--- src/rtl/dm_ext_unit_pkg.sv ---
// Shared pipeline package: load-extension opcodes, the combined result type,
// and the sign/zero extension helpers used by the load path.
package dm_ext_unit_pkg;

  localparam logic [2:0] OP_LW  = 3'b000;
  localparam logic [2:0] OP_LBU = 3'b001;
  localparam logic [2:0] OP_LB  = 3'b010;
  localparam logic [2:0] OP_LHU = 3'b011;
  localparam logic [2:0] OP_LH  = 3'b100;

  typedef struct packed {
    logic [31:0] data;
    logic        err;
  } ld_res_t;

  function automatic logic [31:0] ext_byte(input logic [7:0] b, input logic sgn);
    logic [31:0] r;
    r = {{24{sgn & b[7]}}, b};
    return r;
  endfunction

  function automatic logic [31:0] ext_half(input logic [15:0] h, input logic sgn);
    logic [31:0] r;
    r = {{16{sgn & h[15]}}, h};
    return r;
  endfunction

endpackage

--- src/rtl/dm_ext_unit_load_ext_comb.sv ---
// Combinational byte/halfword select and extend for data-memory loads,
// plus the misalignment / illegal-opcode flag.
module load_ext_comb
  import dm_ext_unit_pkg::*;
(
  input  logic [1:0]  a_i,
  input  logic [31:0] din_i,
  input  logic [2:0]  op_i,
  output ld_res_t     res_o
);

  logic [7:0]  byte_s;
  logic [15:0] half_s;

  // Little-endian byte lane select
  always_comb begin
    byte_s = 8'h00;
    case (a_i)
      2'b00:   byte_s = din_i[7:0];
      2'b01:   byte_s = din_i[15:8];
      2'b10:   byte_s = din_i[23:16];
      2'b11:   byte_s = din_i[31:24];
      default: byte_s = 8'h00;
    endcase
  end

  // Halfword lane select: A[0] only affects the error flag, never the data
  always_comb begin
    half_s = 16'h0000;
    if (a_i[1]) begin
      half_s = din_i[31:16];
    end else begin
      half_s = din_i[15:0];
    end
  end

  // Extension and error flag per opcode; illegal opcodes pass the raw word
  always_comb begin
    res_o.data = din_i;
    res_o.err  = 1'b0;
    case (op_i)
      OP_LW: begin
        res_o.data = din_i;
        res_o.err  = (a_i != 2'b00);
      end
      OP_LBU: begin
        res_o.data = ext_byte(byte_s, 1'b0);
        res_o.err  = 1'b0;
      end
      OP_LB: begin
        res_o.data = ext_byte(byte_s, 1'b1);
        res_o.err  = 1'b0;
      end
      OP_LHU: begin
        res_o.data = ext_half(half_s, 1'b0);
        res_o.err  = a_i[0];
      end
      OP_LH: begin
        res_o.data = ext_half(half_s, 1'b1);
        res_o.err  = a_i[0];
      end
      default: begin
        res_o.data = din_i;
        res_o.err  = 1'b1;
      end
    endcase
  end

endmodule

--- src/rtl/dm_ext_unit.sv ---
// Data-memory load extension unit: one-cycle registered select/extend of the
// raw memory word, with a registered misalignment / illegal-op flag.
module dm_ext_unit
  import dm_ext_unit_pkg::*;
#(
  parameter logic [31:0] RESET_VAL = 32'h0000_0000
) (
  input  logic        clk,
  input  logic        reset,
  input  logic [1:0]  A,
  input  logic [31:0] Din,
  input  logic [2:0]  Op,
  output logic [31:0] Dout,
  output logic        Err
);

  ld_res_t     res_d;
  logic [31:0] dout_q;
  logic        err_q;

  load_ext_comb u_load_ext_comb (
    .a_i   (A),
    .din_i (Din),
    .op_i  (Op),
    .res_o (res_d)
  );

  // Output register; reset drops whatever result was in flight
  always_ff @(posedge clk) begin
    if (reset) begin
      dout_q <= RESET_VAL;
      err_q  <= 1'b0;
    end else begin
      dout_q <= res_d.data;
      err_q  <= res_d.err;
    end
  end

  assign Dout = dout_q;
  assign Err  = err_q;

endmodule

--- config.mk ---
export PLATFORM = sky130hd
export DESIGN_NAME = dm_ext_unit
export DESIGN_NICKNAME = d
export VERILOG_FILES = /design/src/rtl/dm_ext_unit_pkg.sv /design/src/rtl/dm_ext_unit_load_ext_comb.sv /design/src/rtl/dm_ext_unit.sv
export SDC_FILE = /design/constraint.sdc
export NUM_CORES = 1
export LEC_CHECK = 0
export CAP_MARGIN = 25
export CORE_MARGIN = 5
export CORE_UTILIZATION = 45
export DETAILED_ROUTE_END_ITERATION = 10
export PLACE_DENSITY = 0.85
export SLEW_MARGIN = 20
export SYNTH_ARGS = -nofsm -noshare
export SYNTH_HDL_FRONTEND = slang
export SYNTH_SLANG_ARGS = --single-unit
export TNS_END_PERCENT = 5
--- constraint.sdc ---
create_clock -name clk -period 2.5 [get_ports clk]
set_input_delay 0.25 -clock clk [delete_from_list [all_inputs] [get_ports clk]]
set_output_delay 0.25 -clock clk [all_outputs]
set_load 0.05 [all_outputs]
## Word level (Yosys, flattened, before mapping)

Index checks and enable logic that the tools add are counted.

- Bits in registers: 33
- Output and inout port bits: 33
- Word-level logic and storage cells: 15
- Bits of input ports: 39

- Reductions and logical operators: 3
- Mux-type cells: 3
- Eq/ne operators: 7

Operator list:

| kind | count |
|---|---|
| $pmux 33 s5 | 1 |
| $pmux 8 s4 | 1 |
| $mux 16 | 1 |
| $eq 3x2->1 const B | 2 |
| $eq 2x2->1 const B | 2 |
| $eq 3x1->1 const B | 1 |
| $eq 3x3->1 const B | 1 |
| $logic_not 3->1 | 1 |
| $eq 2x1->1 const B | 1 |
| $logic_not 2->1 | 1 |
| $reduce_bool 2->1 | 1 |

## Logic depth before layout (Yosys ltp)

- Word-level depth: 3
- Mapped depth: 6
- Gate-level depth less buffers: 4

## Modules after synthesis

Synthesis repeated with hierarchy kept, for this count alone.

- Cell total of the unflattened synthesis: 249
- Area, all modules: 2367.3 µm²

Modules (own cells, without submodules):

| module | cells an instance | times used | area each (µm²) | seq. area each (µm²) |
|---|---|---|---|---|
| load_ext_comb | 180 | 1 | 1477.7 | 0.0 |
| dm_ext_unit | 69 | 1 | 889.6 | 660.6 |

## Least setup slack after synthesis

OpenSTA, ideal clock, no wires.

- Path kind: input to register
- Start: input port A[1]
- End: register dout_q[16], in the netlist Dout[16]
- Library setup time: 0.114 ns
- Required time: 2.386 ns
- Arrival: 1.374 ns
- Path buffers: 2
- Stages on the path: 6
- Path slack: 1.012 ns
- Cells stage by stage: buf_6 -> mux4_2 -> nand3_4 -> a21oi_4 -> buf_6 -> a21o_1

- Word-level cells in the longest chain between the ends: 3
- Elaborated cells between the ends (all ways): 7
- Those cells by class: eq/ne: 3; mux: 3; reduce/logical: 1

RTL lines:

| item | line | RTL |
|---|---|---|
| start: declaration | dm_ext_unit.sv:10 | `input logic [1:0] A,` |
| $eq 2x2->1 (tied with other cells) | dm_ext_unit_load_ext_comb.sv:18 | `case (a_i)` |
| $pmux 8 s4 | dm_ext_unit_load_ext_comb.sv:18 |  |
| $pmux 33 s5 (*) | dm_ext_unit_load_ext_comb.sv:41 | `case (op_i)` |
| end signal: assignment | dm_ext_unit.sv:34 | `dout_q <= res_d.data;` |
| end: declaration | dm_ext_unit.sv:18 | `logic [31:0] dout_q;` |

Mark *: on every way between the ends. The rest lies on a longest branch, timed or not.
A chain may end at the register's enable or synchronous reset.

## Worst setup path after layout

- Start: input port Op[1]
- End: register dout_q[3], in the netlist Dout[3]

- Word-level cells in the longest chain between the ends: 2
- Elaborated cells between the ends (all ways): 6
- Those cells by class: eq/ne: 4; mux: 1; reduce/logical: 1

RTL lines:

| item | line | RTL |
|---|---|---|
| start: declaration | dm_ext_unit.sv:12 | `input logic [2:0] Op,` |
| $eq 3x3->1 (tied with other cells) | dm_ext_unit_load_ext_comb.sv:41 |  |
| $pmux 33 s5 (*) | dm_ext_unit_load_ext_comb.sv:41 |  |

Marks and branches as above.

==> run metrics <==
Final Power=1.51 mW; hold_ws=0.611 ns; # clock sinks=33; Max Cap Violations=0; DRT Pass-1 Iters=7; critical path type=input pin to register; pin count of the biggest net entering global routing=33; grt ovf=0; fillcell total=302; Synth warnings=0; post-synth cell types=36; dominant synthesized flop cell=dfxtp_1; crit path DAT=2.05 ns; Crit Path Max Fanout=13; final hold violations=0; vias in the first global route=1799; Avg Inst Size Synth=9.94 µm²; Slew Viols, Final=0; Initial Util=0.475; Pint=0.978 mW; die width=72.9 µm; critical path required time=2.67 ns; worst rel slew slack=0.624; Total Routing Usage GR=0.223; startpoint types=input pin; diode count=0; most frequent cell after synthesis=dfxtp_1; final net count=287; Post-Syn Instances=179; Final ANT Viol Nets=0; Synth Cell Area=1780 µm²; worst setup path end=Dout[3]$_SDFF_PP0_; post-synthesis sequential area ratio=0.371; Syn Nets=218; Worst-Margin Slew=0.561 ns; Clock Pin Slew Worst Setup and Hold Paths=0.07 ns; total die area=5310 µm²; CTS tree=yes; Pwr Density=577 nW/µm²; Post-synth EDFFs=0; clock network fraction of total power=0.262; leading post-synthesis cells by cell area=dfxtp_1, a21o_1, mux4_2; maximum buffer depth of the clock tree=2; GP Congestion=0.878; initial antenna violation count=0; # resized after CTS=0; Psw=0.530 mW; Detailed Route WL=5.57 mm; CTS HTree Levels=2; chip height=72.9 µm; CORE AREA=3740 µm²; # IOs=72; Setup TNS Final=0 ns; WL/cell=18.8 µm; hold_buf cts=0; sw frac=0.351; Worst setup startpoint=Op[1]; Rows=22; #FFs+latches synth=33; ys async rst share=0; post-CTS setup buffer count=0; drt drc=0; initial drt markers=269; Final Setup Violations=0; CP Capture Type=register; period utilization=0.754; outcome=completed; Synth top cells by count=dfxtp_1, a21o_1, o211ai_1; Post-Route Utilization=0.699; DR vias=1849; sequential share of power=0.388; fmax=0.531 GHz; RSZ-0062 raised after global routing=false; hold crit path type=input pin to register; Pleak=1.02 nW; Port Buf Inserts=71; Worst VDD drop=0.398 mV; share of cells above drive strength 1=0.133; top cell type's share of synthesized area=0.371; Area growth syn-to-layout=47.0%; TritonCTS Buffers=5; Tmin final=1.88 ns; area leader, netlist=dfxtp_1; first-pass GRT wire length=9.11 mm; DP HPWL=4.18 mm; Clock Tree Root=clkbuf_8; Comb pwr share=0.350; via density per instance=6.23
==> cell families after synthesis <==
logic type	share of synthesized area
buffers and inverters	0.0605
multiplexers	0.114
AO/OA/AOI/OAI	0.344
flip-flops	0.371
XOR/XNOR	0.00492
AND/OR/NAND/NOR	0.106
==> worst min path at each step <==
stage | start | slack [ns] | depth (start not counted) | to
2_1_floorplan | Din[16] | 0.36 | 1 | Dout[16]$_SDFF_PP0_
3_3_place_gp | Din[29] | 0.90 | 2 | Dout[29]$_SDFF_PP0_
3_5_place_dp | Din[24] | 0.91 | 2 | Dout[24]$_SDFF_PP0_
4_1_cts | Din[30] | 0.61 | 2 | Dout[30]$_SDFF_PP0_
5_1_grt | Din[24] | 0.63 | 2 | Dout[24]$_SDFF_PP0_
6_report | Din[30] | 0.61 | 2 | Dout[30]$_SDFF_PP0_
==> layout make-up <==
type / instances / area, µm² / area share
multi-input cells: 125 / 1010 / 0.387
repair buffers: 82 / 793 / 0.303
flip-flops and latches: 33 / 661 / 0.253
clock buffers: 5 / 68.8 / 0.0263
well taps: 48 / 60.1 / 0.0230
clock inverters: 3 / 17.5 / 0.00670
inverters: 1 / 3.75 / 0.00144
==> placed cells by master (no fill, tap or decap) <==
cell,n
a21oi_2,1
dfxtp_1,33
o311ai_0,7
nand3_1,10
or2b_1,1
or3_1,1
o31ai_1,1
nand2b_1,1
nand3_4,1
a21oi_4,1
a21oi_1,2
and2_1,1
mux2_2,2
buf_4,11
and2b_1,1
clkinv_2,2
nand4_1,1
xor2_1,1
a21o_1,24
o21ai_0,2
o21a_1,1
clkinvlp_4,1
clkdlybuf4s50_1,71
nor2_1,3
nor2b_1,1
and3_1,2
clkbuf_8,5
nor4bb_1,1
inv_1,1
or2_2,1
a22oi_1,7
a31oi_1,8
nand2_1,9
o211ai_1,16
mux4_2,8
a32oi_1,10
==> flip-flops by register name (all words and copies together) (netlist names) <==
| signal | cells |
|---|---|
| Err | 1 |
| Dout | 32 |
==> power by group through the flow <==
stage,Combinational (mW),Clock [mW],Sequential (mW)
CTS,0.527,0.401,0.586
global route,0.555,0.420,0.589
floorplan,0.154,0,0.762
detailed placement,0.524,0,0.597
finish,0.528,0.395,0.585
global placement,0.519,0,0.596
==> metrics by stage <==
stage	std cells	setup WS (ns)	instance area (µm²)
global placement	289	0.429	2530
global route	297	0.466	2620
CTS	297	0.650	2620
detailed placement	289	0.393	2530
finish	297	0.615	2620
floorplan	179	1.01	1780
==> critical path: stages <==
cell and delay, ns:
clkdlybuf4s50_1 0.63, nor4bb_1 0.56, buf_4 0.26, a32oi_1 0.06, a21o_1 0.18, o311ai_0 0.11
==> metal layers <==
layer,track usage,routed length (µm)
met1,0.288,2210
met5,0,0
met4,0.0963,155
met2,0.345,2620
met3,0.0647,585
Power figures use the tool's default switching activity.
==> edit, RTL diff (same settings) <==
Remove the register `dout_q`: a continuous assignment takes its place, so the output `Dout` follows one clock earlier.
--- a/src/rtl/dm_ext_unit.sv
+++ b/src/rtl/dm_ext_unit.sv
@@ -28,13 +28,13 @@
   // Output register; reset drops whatever result was in flight
   always_ff @(posedge clk) begin
     if (reset) begin
-      dout_q <= RESET_VAL;
       err_q  <= 1'b0;
     end else begin
-      dout_q <= res_d.data;
       err_q  <= res_d.err;
     end
   end
+
+  assign dout_q = res_d.data;
 
   assign Dout = dout_q;
   assign Err  = err_q;
Function: changed (a bounded check fails within 4 cycles, from zero or initial values and one cycle with reset high).
==> edit against the original RTL <==
- worst setup slack worse by 0.55 ns
- sequential cell count is 32 lower
- worst hold slack better by 0.18 ns
- design area is 3.3% higher
- largest power group is now combinational logic
- die area is 1.4% higher
- area after synthesis is 1.6% higher
- sequential share of layout area is 25 points lower
- total power is 41% lower
- routed wire length is 6.8% higher
- utilization is 1.4 points lower
- via count is 12% higher
- first-iteration DRC count is 10% lower
==> edit: results (changes against the original RTL) <==
| Metric | Value |
|---|---|
| Status | `completed` |
| Leakage | `1.14 nW (+12%)` |
| Inverters | `2 (+1)` |
| Largest register FFs | `1 (-97%)` |
| #MultiIn Comb | `172 (+38%)` |
| Largest net degree at the start of global routing | `28 (-15%)` |
| Seq area share | `0.741% (-25 points)` |
| Post-CTS Setup Bufs | `0 (unchanged)` |
| Core ar. | `0.00394 mm2 (+5.3%)` |
| Fraction of registers with async set/reset | `0% (unchanged)` |
| Worst hold-check path type | `input port to flop` |
| Fraction of area in multi-input gates | `51.8% (+13 points)` |
| Most frequent cells after synthesis | `buf_4, o21ai_0, a21o_1, nor2b_1` |
| Vias in the first global route | `1967 (+9.3%)` |
| Top delay family on crit path | `buffers and inverters` |
| Fillers | `299 (-0.99%)` |
| Ant diodes | `0 (unchanged)` |
| Pin slew with the least headroom to its limit | `0.492 ns (-0.0691 ns)` |
| Max IR drop VDD | `0.000214 V (-46%)` |
| Pre-CTS setup slack | `-0.0656 ns (-0.459 ns)` |
| Worst Path Max Fanout | `7 (-6)` |
| Mapped Nets | `272 (+25%)` |
| 1st-iter DRT viols | `241 (-10%)` |
| Share of post-route cells with drive strength above 1 | `32.9% (+20 points)` |
| CP arrival | `2.18 ns (+0.13 ns)` |
| Register area share after synthesis | `1.11% (-36 points)` |
| Hpwl dp | `4620 um (+11%)` |
| Post-synth top flop | `dfxtp_1` |
| P_seq | `0.0179 mW (-97%)` |
| Largest stage delay, worst path | `0.51 ns (-0.12 ns)` |
| #FFs+latches synth | `1 (-97%)` |
| Library cells used by synthesis | `43 (+19%)` |
| Switching share of power | `51.3% (+16 points)` |
| Drt first pass iters | `5 (-2)` |
| Final #Nets | `318 (+11%)` |
| PwrDens | `331 mW/mm2 (-43%)` |
| Placed Area | `0.00268 mm2 (+5.9%)` |
| Total Wirelength | `5950 um (+6.8%)` |
| First-pass GRT wire length | `9440 um (+3.6%)` |
| GRT Util Overall | `21.1% (-1.2 points)` |
| Fin cells | `327 (+10%)` |
| CTS resizes | `2 (+2)` |
| Top post-synthesis cells by area | `buf_4, mux4_2, mux2_2` |
| Mean Syn Cell Area | `7.76 um2 (-22%)` |
| DR vias/cell | `6.32 (+1.5%)` |
| Port Buffer Count | `71 (unchanged)` |
| Placer Congestion | `0.884 (+0.70%)` |
| Synth warnings | `0 (unchanged)` |
| Clock Pin Slew Worst Setup and Hold Paths | `0 ns (-0.07 ns)` |
| CP max stage cell | `clkdlybuf4s50_1` |
==> edit: path summary, 6_finish.rpt <==
check | start | to | slack, ns | depth (start not counted)
max | Op[0] | Dout[2] | 0.07 | 7
min | reset | Err$_SDFF_PP0_ | 0.80 | 2
==> edit: metal layers <==
metal	GRT usage (%)	up-vias	part of all wire [%]
met5	0	-	0
met4	4.02	0	1.2
met3	2.19	8	9.9
met2	36.5	129	49
met1	28.3	964	40
li1	-	965	-
==> edit: through the flow <==
step	hold WS, ns	total power [mW]
detailed placement	0.800	0.885
global placement	0.797	0.873
finish	0.795	0.894
CTS	0.800	0.890
global route	0.816	0.933
floorplan	0.319	0.565
==> edit: cell families (layout without fill, tap and decap cells) <==
logic type	after synthesis	after routing	share of synthesized area, %
compound gates	102	102	40.6
xor+xnor	1	1	0.485
buf+inv	60	104	22.2
flops	1	1	1.11
mux	30	30	23.0
simple gates	39	39	12.6
